===== src/rtl/ps2_pkg.sv =====
// Shared types and constants for the PS/2 host-side blocks.
// The state encoding is used by the transmitter; the command codes and frame length are also used by the receiver.
package ps2_pkg;

  typedef enum logic [2:0] {
    IDLE,
    INHIBIT,
    RTS,
    TX,
    WAIT_IDLE,
    ERR
  } ps2_tx_state_e;

  localparam logic [7:0] CMD_SET_LEDS = 8'hED;
  localparam logic [7:0] CMD_ECHO     = 8'hEE;
  localparam logic [7:0] CMD_ENABLE   = 8'hF4;
  localparam logic [7:0] CMD_RESET    = 8'hFF;

  // Device clock falling edges in one host-to-device frame: 8 data, parity, stop, ACK.
  localparam int FRAME_EDGES = 11;

  localparam int WDOG_W = 20;

  function automatic logic odd_parity(input logic [7:0] data);
    return ~^data;
  endfunction

endpackage


===== src/rtl/ps2_line_sync.sv =====
// Multi-flop synchronizer for one asynchronous PS/2 line, with a falling-edge strobe.
// Used for both PS2_CLK and PS2_DAT; the receiver can reuse it unchanged.
module ps2_line_sync #(
  parameter int SYNC_STAGES = 2
) (
  input  logic clk,
  input  logic reset,
  input  logic line_in,
  output logic level,
  output logic fall
);

  logic [SYNC_STAGES-1:0] sync_q;
  logic                   prev_q;

  // Flops reset to the idle-bus level so releasing reset never looks like a falling edge.
  always_ff @(posedge clk or negedge reset) begin
    if (!reset) begin
      sync_q <= '1;
      prev_q <= 1'b1;
    end else begin
      sync_q[0] <= line_in;
      for (int i = 1; i < SYNC_STAGES; i++) begin
        sync_q[i] <= sync_q[i-1];
      end
      prev_q <= sync_q[SYNC_STAGES-1];
    end
  end

  assign level = sync_q[SYNC_STAGES-1];
  assign fall  = prev_q & ~level;

endmodule


===== src/rtl/ps2_host_tx.sv =====
// Host-to-device PS/2 transmitter: inhibits the bus, issues request-to-send and shifts
// one command byte out on device clock falls, then checks the device ACK.
module ps2_host_tx
  import ps2_pkg::*;
#(
  parameter int INHIBIT_CYCLES = 5500,
  parameter int TIMEOUT_CYCLES = 750000,
  parameter int SYNC_STAGES    = 2
) (
  input  logic       clk,
  input  logic       reset,
  input  logic       send_cmd,
  input  logic [7:0] cmd_byte,
  input  logic       ps2_clk_in,
  input  logic       ps2_dat_in,
  output logic       ps2_clk_oe,
  output logic       ps2_dat_oe,
  output logic       busy,
  output logic       cmd_done,
  output logic       cmd_err
);

  localparam int INH_W = $clog2(INHIBIT_CYCLES + 1);
  localparam logic [INH_W-1:0]  INH_LAST      = INH_W'(INHIBIT_CYCLES - 1);
  localparam logic [INH_W-1:0]  INH_START_BIT = INH_W'(INHIBIT_CYCLES - 2);
  localparam logic [WDOG_W-1:0] WDOG_LAST     = WDOG_W'(TIMEOUT_CYCLES - 1);
  localparam logic [WDOG_W-1:0] WDOG_MAX      = '1;

  logic clk_s, clk_fall, dat_s, dat_fall_unused;

  ps2_line_sync #(.SYNC_STAGES(SYNC_STAGES)) u_clk_sync (
    .clk     (clk),
    .reset   (reset),
    .line_in (ps2_clk_in),
    .level   (clk_s),
    .fall    (clk_fall)
  );

  ps2_line_sync #(.SYNC_STAGES(SYNC_STAGES)) u_dat_sync (
    .clk     (clk),
    .reset   (reset),
    .line_in (ps2_dat_in),
    .level   (dat_s),
    .fall    (dat_fall_unused)
  );

  ps2_tx_state_e     state_q, state_d;
  logic [INH_W-1:0]  inh_q, inh_d;
  logic [3:0]        bit_q, bit_d;
  logic [WDOG_W-1:0] wdog_q, wdog_d;
  logic [7:0]        shift_q, shift_d;
  logic              parity_q, parity_d;
  logic              clk_oe_q, clk_oe_d;
  logic              dat_oe_q, dat_oe_d;
  logic              busy_q, busy_d;
  logic              done_q, done_d;
  logic              err_q, err_d;

  logic [3:0]        next_bit;
  logic [WDOG_W-1:0] wdog_inc;
  logic              wdog_expired;

  assign next_bit     = bit_q + 4'd1;
  assign wdog_inc     = (wdog_q == WDOG_MAX) ? wdog_q : wdog_q + WDOG_W'(1);
  assign wdog_expired = (wdog_q >= WDOG_LAST);

  // All outputs are registered so the open-drain enables never glitch.
  always_ff @(posedge clk or negedge reset) begin
    if (!reset) begin
      state_q  <= IDLE;
      inh_q    <= '0;
      bit_q    <= '0;
      wdog_q   <= '0;
      shift_q  <= '0;
      parity_q <= 1'b0;
      clk_oe_q <= 1'b0;
      dat_oe_q <= 1'b0;
      busy_q   <= 1'b0;
      done_q   <= 1'b0;
      err_q    <= 1'b0;
    end else begin
      state_q  <= state_d;
      inh_q    <= inh_d;
      bit_q    <= bit_d;
      wdog_q   <= wdog_d;
      shift_q  <= shift_d;
      parity_q <= parity_d;
      clk_oe_q <= clk_oe_d;
      dat_oe_q <= dat_oe_d;
      busy_q   <= busy_d;
      done_q   <= done_d;
      err_q    <= err_d;
    end
  end

  always_comb begin
    state_d  = state_q;
    inh_d    = inh_q;
    bit_d    = bit_q;
    wdog_d   = wdog_q;
    shift_d  = shift_q;
    parity_d = parity_q;
    clk_oe_d = clk_oe_q;
    dat_oe_d = dat_oe_q;
    busy_d   = busy_q;
    done_d   = 1'b0;
    err_d    = 1'b0;

    case (state_q)
      IDLE: begin
        if (send_cmd) begin
          shift_d  = cmd_byte;
          parity_d = odd_parity(cmd_byte);
          busy_d   = 1'b1;
          inh_d    = '0;
          clk_oe_d = 1'b1;
          dat_oe_d = (INHIBIT_CYCLES == 1);
          state_d  = INHIBIT;
        end
      end

      // Start bit is pulled one cycle early so it overlaps the final inhibit cycle.
      INHIBIT: begin
        inh_d = inh_q + INH_W'(1);
        if (inh_q == INH_START_BIT) dat_oe_d = 1'b1;
        if (inh_q == INH_LAST) begin
          clk_oe_d = 1'b0;
          state_d  = RTS;
        end
      end

      RTS: begin
        bit_d   = '0;
        wdog_d  = '0;
        state_d = TX;
      end

      // A device clock fall always takes priority over a watchdog expiry.
      TX: begin
        if (clk_fall) begin
          wdog_d = '0;
          bit_d  = next_bit;
          if (next_bit <= 4'd8) begin
            dat_oe_d = ~shift_q[0];
            shift_d  = {1'b0, shift_q[7:1]};
          end else if (next_bit == 4'd9) begin
            dat_oe_d = ~parity_q;
          end else if (next_bit == 4'd10) begin
            dat_oe_d = 1'b0;
          end else if (next_bit == 4'(FRAME_EDGES)) begin
            state_d = dat_s ? ERR : WAIT_IDLE;
          end
        end else if (wdog_expired) begin
          clk_oe_d = 1'b0;
          dat_oe_d = 1'b0;
          state_d  = ERR;
        end else begin
          wdog_d = wdog_inc;
        end
      end

      WAIT_IDLE: begin
        if (clk_s && dat_s) begin
          done_d  = 1'b1;
          busy_d  = 1'b0;
          state_d = IDLE;
        end else if (clk_fall) begin
          wdog_d = '0;
        end else if (wdog_expired) begin
          state_d = ERR;
        end else begin
          wdog_d = wdog_inc;
        end
      end

      ERR: begin
        clk_oe_d = 1'b0;
        dat_oe_d = 1'b0;
        err_d    = 1'b1;
        busy_d   = 1'b0;
        state_d  = IDLE;
      end

      default: state_d = IDLE;
    endcase
  end

  assign ps2_clk_oe = clk_oe_q;
  assign ps2_dat_oe = dat_oe_q;
  assign busy       = busy_q;
  assign cmd_done   = done_q;
  assign cmd_err    = err_q;

endmodule


===== config.mk =====
export PLATFORM = sky130hd
export DESIGN_NAME = ps2_host_tx
export DESIGN_NICKNAME = d
export VERILOG_FILES = /design/src/rtl/ps2_pkg.sv /design/src/rtl/ps2_line_sync.sv /design/src/rtl/ps2_host_tx.sv
export SDC_FILE = /design/constraint.sdc
export NUM_CORES = 1
export LEC_CHECK = 0
export BUFFER_PORTS_ARGS = -buffer_cell sky130_fd_sc_hd__buf_2
export CORE_AREA = 2 2 77 79
export DETAILED_ROUTE_END_ITERATION = 10
export DIE_AREA = 0 0 79 81
export PLACE_DENSITY = 0.77
export SYNTH_ARGS = -nofsm -noshare
export SYNTH_HDL_FRONTEND = slang
export SYNTH_SLANG_ARGS = --single-unit

===== constraint.sdc =====
create_clock -name clk -period 2.44 [get_ports clk]
set_clock_uncertainty 0.2 [all_clocks]
set_input_delay 0.122 -clock clk [delete_from_list [all_inputs] [get_ports clk]]
set_output_delay 0.122 -clock clk [all_outputs]
set_load 0.005 [all_outputs]

---- After elaboration in Yosys (flattened, before gate mapping) ----
Cells that the tools add are included.
W data, S select, Z words.
operators by class
  reductions and logical operators ........ 18
  equality and inequality tests ........... 27
  magnitude comparators ................... 2
  add/sub/neg operators ................... 3
  muxes and demuxes ....................... 42
  bitwise gates (word level) .............. 4
operator list
  kind                     count
  $mux W20                 4
  $pmux W20 S3             1
  $mux W3                  10
  $eq A13 B13 Y1 const B   2
  $pmux W13 S2             1
  $mux W8                  3
  $add A20 B1 Y20 const B  1
  $eq A20 B20 Y1 const B   1
  $ge A20 B20 Y1 const B   1
  $ne A2 B2 Y1 const B     9
  $ne A3 B3 Y1 const B     6
  $pmux W8 S2              1
  $mux W1                  15
  $pmux W3 S5              1
  $add A13 B1 Y13 const B  1
  $mux W13                 1
  $eq A4 B4 Y1 const B     3
  $reduce_and A5 Y1        2
  $pmux W1 S4              2
  $pmux W4 S2              1
  $reduce_and A2 Y1        4
  $reduce_xnor A8 Y1       1
  $reduce_and A7 Y1        1
  $eq A3 B2 Y1 const B     2
  other kinds (16)         22
storage, ports and cells
  input bits .............................. 13
  output and inout port bits .............. 5
  bits in registers ....................... 59

---- Depth between registers and ports, before layout ----
  word-level depth ........................ 8
  gate-level depth with buffers ........... 8
  gate-level depth less buffers ........... 7

---- Modules after synthesis ----
A second synthesis with hierarchy kept.
unflattened totals
  cells, all modules ...................... 343
  area, all modules ....................... 3404.5 um^2
modules (own cells, without submodules)
  module         instances  area each (um^2)  cells each
  ps2_host_tx    1          3219.3            335
  ps2_line_sync  2          92.6              4

---- Worst setup path after synthesis ----
OpenSTA, ideal clock, no wires.
  path kind ............................... register to register
  start ................................... register wdog_q[0]
  end ..................................... register wdog_q[15]
  cell stages (with the launch flop) ...... 8
  arrival time ............................ 1.941 ns
  setup slack ............................. 0.213 ns
  path through ............................ dfrtp_1 ha_1 a311oi_1 o21ai_0 a21oi_2 nand3_1 or4_1 o211ai_1
on the way
  word-level cells in the longest chain between the ends .. 6
  elaborated cells between the ends (all ways) .. 8
  those cells by class .................... add/sub: 1; order compare: 1; eq/ne: 1; mux: 5
RTL lines
  what                                                      RTL line                                text
  from (decl)                                               ps2_host_tx.sv:50                       logic [WDOG_W-1:0] wdog_q, wdog_d;
  from (signal assigned)                                    ps2_host_tx.sv:85                       wdog_q <= wdog_d;
  $add A20 B1 Y20 / $eq A20 B20 Y1 (equally long branches)  ps2_host_tx.sv:64                       assign wdog_inc = (wdog_q == WDOG_MAX) ? wdog_q : wdog_q + WDOG_W'(1);
  $mux W20                                                  ps2_host_tx.sv:64
  $mux W20 (*)                                              ps2_host_tx.sv:153, ps2_host_tx.sv:169
  $mux W20 (*)                                              ps2_host_tx.sv:140                      if (clk_fall) begin
  $mux W20                                                  ps2_host_tx.sv:163                      if (clk_s && dat_s) begin
  $pmux W20 S3 (*)                                          ps2_host_tx.sv:109                      case (state_q)
Every way passes the cells marked *; elsewhere a longest branch is shown, timed or not. The select of a mux whose other input is x is not followed.
A chain may end at the register's enable or synchronous reset.

---- Final worst setup path ----
Same ends and word-level chain as after synthesis.

==> results.md <==
* Slew at the pin with the worst max-slew slack at 0.548 ns
* Clk Latency, worst-skew pair at 0.34 ns
* Total wire length after detailed routing at 7.45 mm
* Total Power at 3.51 mW
* Net count after synthesis at 393
* TritonCTS clock tree: yes
* Clock transition at the register clock pins on the worst setup and hold paths after CTS at 0.07 ns
* Synthesized area per cell at 8.86 sq um
* Proportion of synthesized flip-flops having asynchronous set or reset at 1.00
* Leftover overflow at the end of global routing at 0
* Fillcell total at 453
* Number of nets in the layout at 446
* Dominant combinational cell family by area after synthesis: simple AND/OR/NAND/NOR gates
* Number of buffers created by CTS at 9
* Count of pins on the block boundary at 18
* Via count of the first global-routing pass at 2706
* Adder and majority cell fraction of the synthesized area at 0.0304
* Pre-antenna DRT Iters at 5
* Multiplexer share of the synthesized area at 0.0186
* PwrDens at 882 nW/um^2
* # rows at 28
* Max Transition Viols Final at 0
* Routed vias at 2952
* Fmax achieved at 0.441 GHz
* Proportion of layout cells with a drive suffix above 1 at 0.174
* Share of total power in sequential cells at 0.363
* Area share of and/or/nand/nor cells after synthesis at 0.236
* Root Buffer Master: clkbuf_8
* Overall track demand over capacity in global routing at 0.252
* Total die area at 6400 sq um
* Most common cell after layout, fill and taps aside: dfrtp_1
* Largest fanout on the critical path at 5
* Routed vias/inst at 5.85
* Final weighted congestion in routability-driven placement at 0.911
* CTS Buffer Depth at 2
* Worst Setup Path Type: reg -> reg
* P_sw at 1.24 mW
* Floorplan die width at 79 um
* Port Buffer Count at 17
* Cell variety after synth at 53
* Gate Count Post-Synth at 372
* Max-capacitance violation count at 0
* Proportion of netlist area held by the largest area contributor at 0.410
* Data required time at the worst endpoint at 2.50 ns
* Register bit total from synthesis at 59
* Number of remaining DRC errors at 0
* Vertical extent of the die at 81 um
* Static leakage power at 1.78 nW
* Cell area after synthesis at 3300 sq um
* Seq/Total Area, Yosys at 0.450
* Area growth from synthesis to layout at 20.6%
* Relative slew slack at 0.635
* DR WL/cell at 14.8 um
* Wire length of the first global-routing pass at 12.5 mm
* Dominant register cell in the synthesized netlist: dfrtp_1
* Max rail drop VDD at 596 uV
* Starting DRT DRC Count at 234
* Outcome: completed
* Hold Violations, Final at 0
* Clock sinks at 59
* Compound-cell area share of the yosys netlist at 0.198
* Antenna cell count at 0
* Portion of total power attributed to combinational logic at 0.345
* Effective utilization at floorplan at 0.581
* Final cycle utilization of the critical path at 0.930
* Largest net degree at the start of global routing at 38
* Yosys synthesis warning count at 0
* Portion of total power attributed to the clock network at 0.292
* Setup repair after global routing missed its margin: false
* Min Tclk post-route at 2.27 ns
* Hold/Removal Path Class: in -> reg
* Number of enable flip-flop cells after synthesis at 0
* Remaining number of nets flagged by the antenna check after routing at 0
* Xor and xnor fraction of the mapped netlist area at 0.0345
* Element type at the critical path start: flop
* Setup tns final at 0 ns
* DP HPWL at 5.34 mm
* Number of antenna violations at the first check in global routing at 0
* Core Region at 5680 sq um
* Largest cells by area after synthesis: dfrtp_1 41%, nand2_1 5.6%, o21ai_0 5.3%
* Number of H-tree levels at 3
* Endpoint class of the critical path: flop
* Leading cell types in the layout, fill and taps excluded: 54 x dfrtp_1, 49 x nand2_1, 34 x nor2_1, 34 x o21ai_0, 27 x buf_4
* Biggest area consumer among synthesized cells: dfrtp_1
* Switching share of power at 0.354
* Internal Dissipation at 2.26 mW
* Final setup vio count at 0
* Crit path arrival time at 2.33 ns
## critical path, stage by stage, from the launching register on
cell	delay [ns]
dfrtp_1	0.40
ha_2	0.22
a311oi_2	0.24
o21ai_0	0.12
a21oi_2	0.19
buf_4	0.16
nand3_1	0.08
or4_1	0.47
o211ai_1	0.10
## metal layers
metal,wire length [um],vias up,GRT usage
met5,0,-,0
met2,3560,86,0.406
met3,285,20,0.0522
li1,-,1455,-
met4,167,0,0.119
met1,3440,1391,0.328
## cells by family (layout without fill, tap and decap cells)
kind of cell / after synthesis / in the layout
mux: 6 / 6
compound gates: 103 / 103
fa+ha+maj: 8 / 8
flops: 59 / 59
buf+inv: 24 / 82
xor+xnor: 13 / 13
simple gates: 159 / 159
## flip-flops by register name (all words and copies together) (netlist names)
register	cells
bit_q	4
busy	1
cmd_done	1
cmd_err	1
inh_q	13
parity_q	1
ps2_clk_oe	1
ps2_dat_oe	1
shift_q	8
state_q	3
u_clk_sync.prev_q	1
u_clk_sync.sync_q	2
u_dat_sync.sync_q	2
wdog_q	20
## metrics by stage
stage	area (sq um)	utilization	cells	setup slack, ns	hold WS [ns]
after floorplan	3300	-	372	0.213	-0.374
after global placement	3620	0.638	477	0.172	-0.0630
after detailed placement	3620	0.638	477	0.0662	-0.0626
after CTS	3960	0.698	504	0.0783	0.0310
after global routing	3980	0.701	505	0.0217	0.0825
final	3980	0.701	505	0.171	0.0391
## cell usage after synthesis (5+ instances only)
master,number
nand2_1,49
and3_1,11
nor2_1,34
inv_1,10
xnor2_1,7
clkbuf_1,8
mux2i_1,5
o211ai_1,6
dfstp_2,5
and2_1,6
nor3_1,6
o31ai_1,11
ha_1,8
nand4_1,8
a21oi_1,18
o21ai_0,35
a31oi_1,16
nand3_1,23
xor2_1,6
dfrtp_1,54
nand2b_1,6
## power by group through the flow
stage               Combinational [mW]  Sequential (mW)  Clock, mW
floorplan                        0.778             1.27          0
global placement                  1.15             1.28          0
detailed placement                1.18             1.29          0
CTS                               1.20             1.27       1.04
global route                      1.36             1.29       1.07
finish                            1.21             1.27       1.02
## path summary, 6_finish.rpt
| path | slack (ns) | from | to | depth (start not counted) |
|---|---|---|---|---|
| worst max-delay path | 0.17 | wdog_q[0] | wdog_q[15] | 8 |
| worst min-delay path | 0.04 | send_cmd | shift_q[7] | 5 |
| worst max register to register | 0.17 | wdog_q[0] | wdog_q[15] | 8 |
| worst min register to register | 0.16 | u_clk_sync.sync_q[0] | u_clk_sync.sync_q[1] | 0 |
| max in group asynchronous | 1.29 | reset | u_dat_sync.sync_q[1] | 3 |
| min in group asynchronous | 0.10 | reset | inh_q[5] | 2 |
## area by class of cell
cell class | instances | area, sq um | area share
multi-input combinational | 289 | 1720 | 0.432
sequential | 59 | 1480 | 0.373
timing repair buffer | 56 | 418 | 0.105
clock buffer | 12 | 155 | 0.0390
tap | 75 | 93.8 | 0.0236
clock inverter | 4 | 72.6 | 0.0183
inverter | 10 | 37.5 | 0.00944
## what timing repair did
item | 4_1_cts | 5_1_grt
endpoints found under the setup margin | 0 | 11
endpoints found under the hold margin | 64 | 0
setup buffers | 0 | 1
hold buffers | 11 | 0
resized for setup | 0 | 3
No activity file was read; power rests on OpenSTA's default activity.
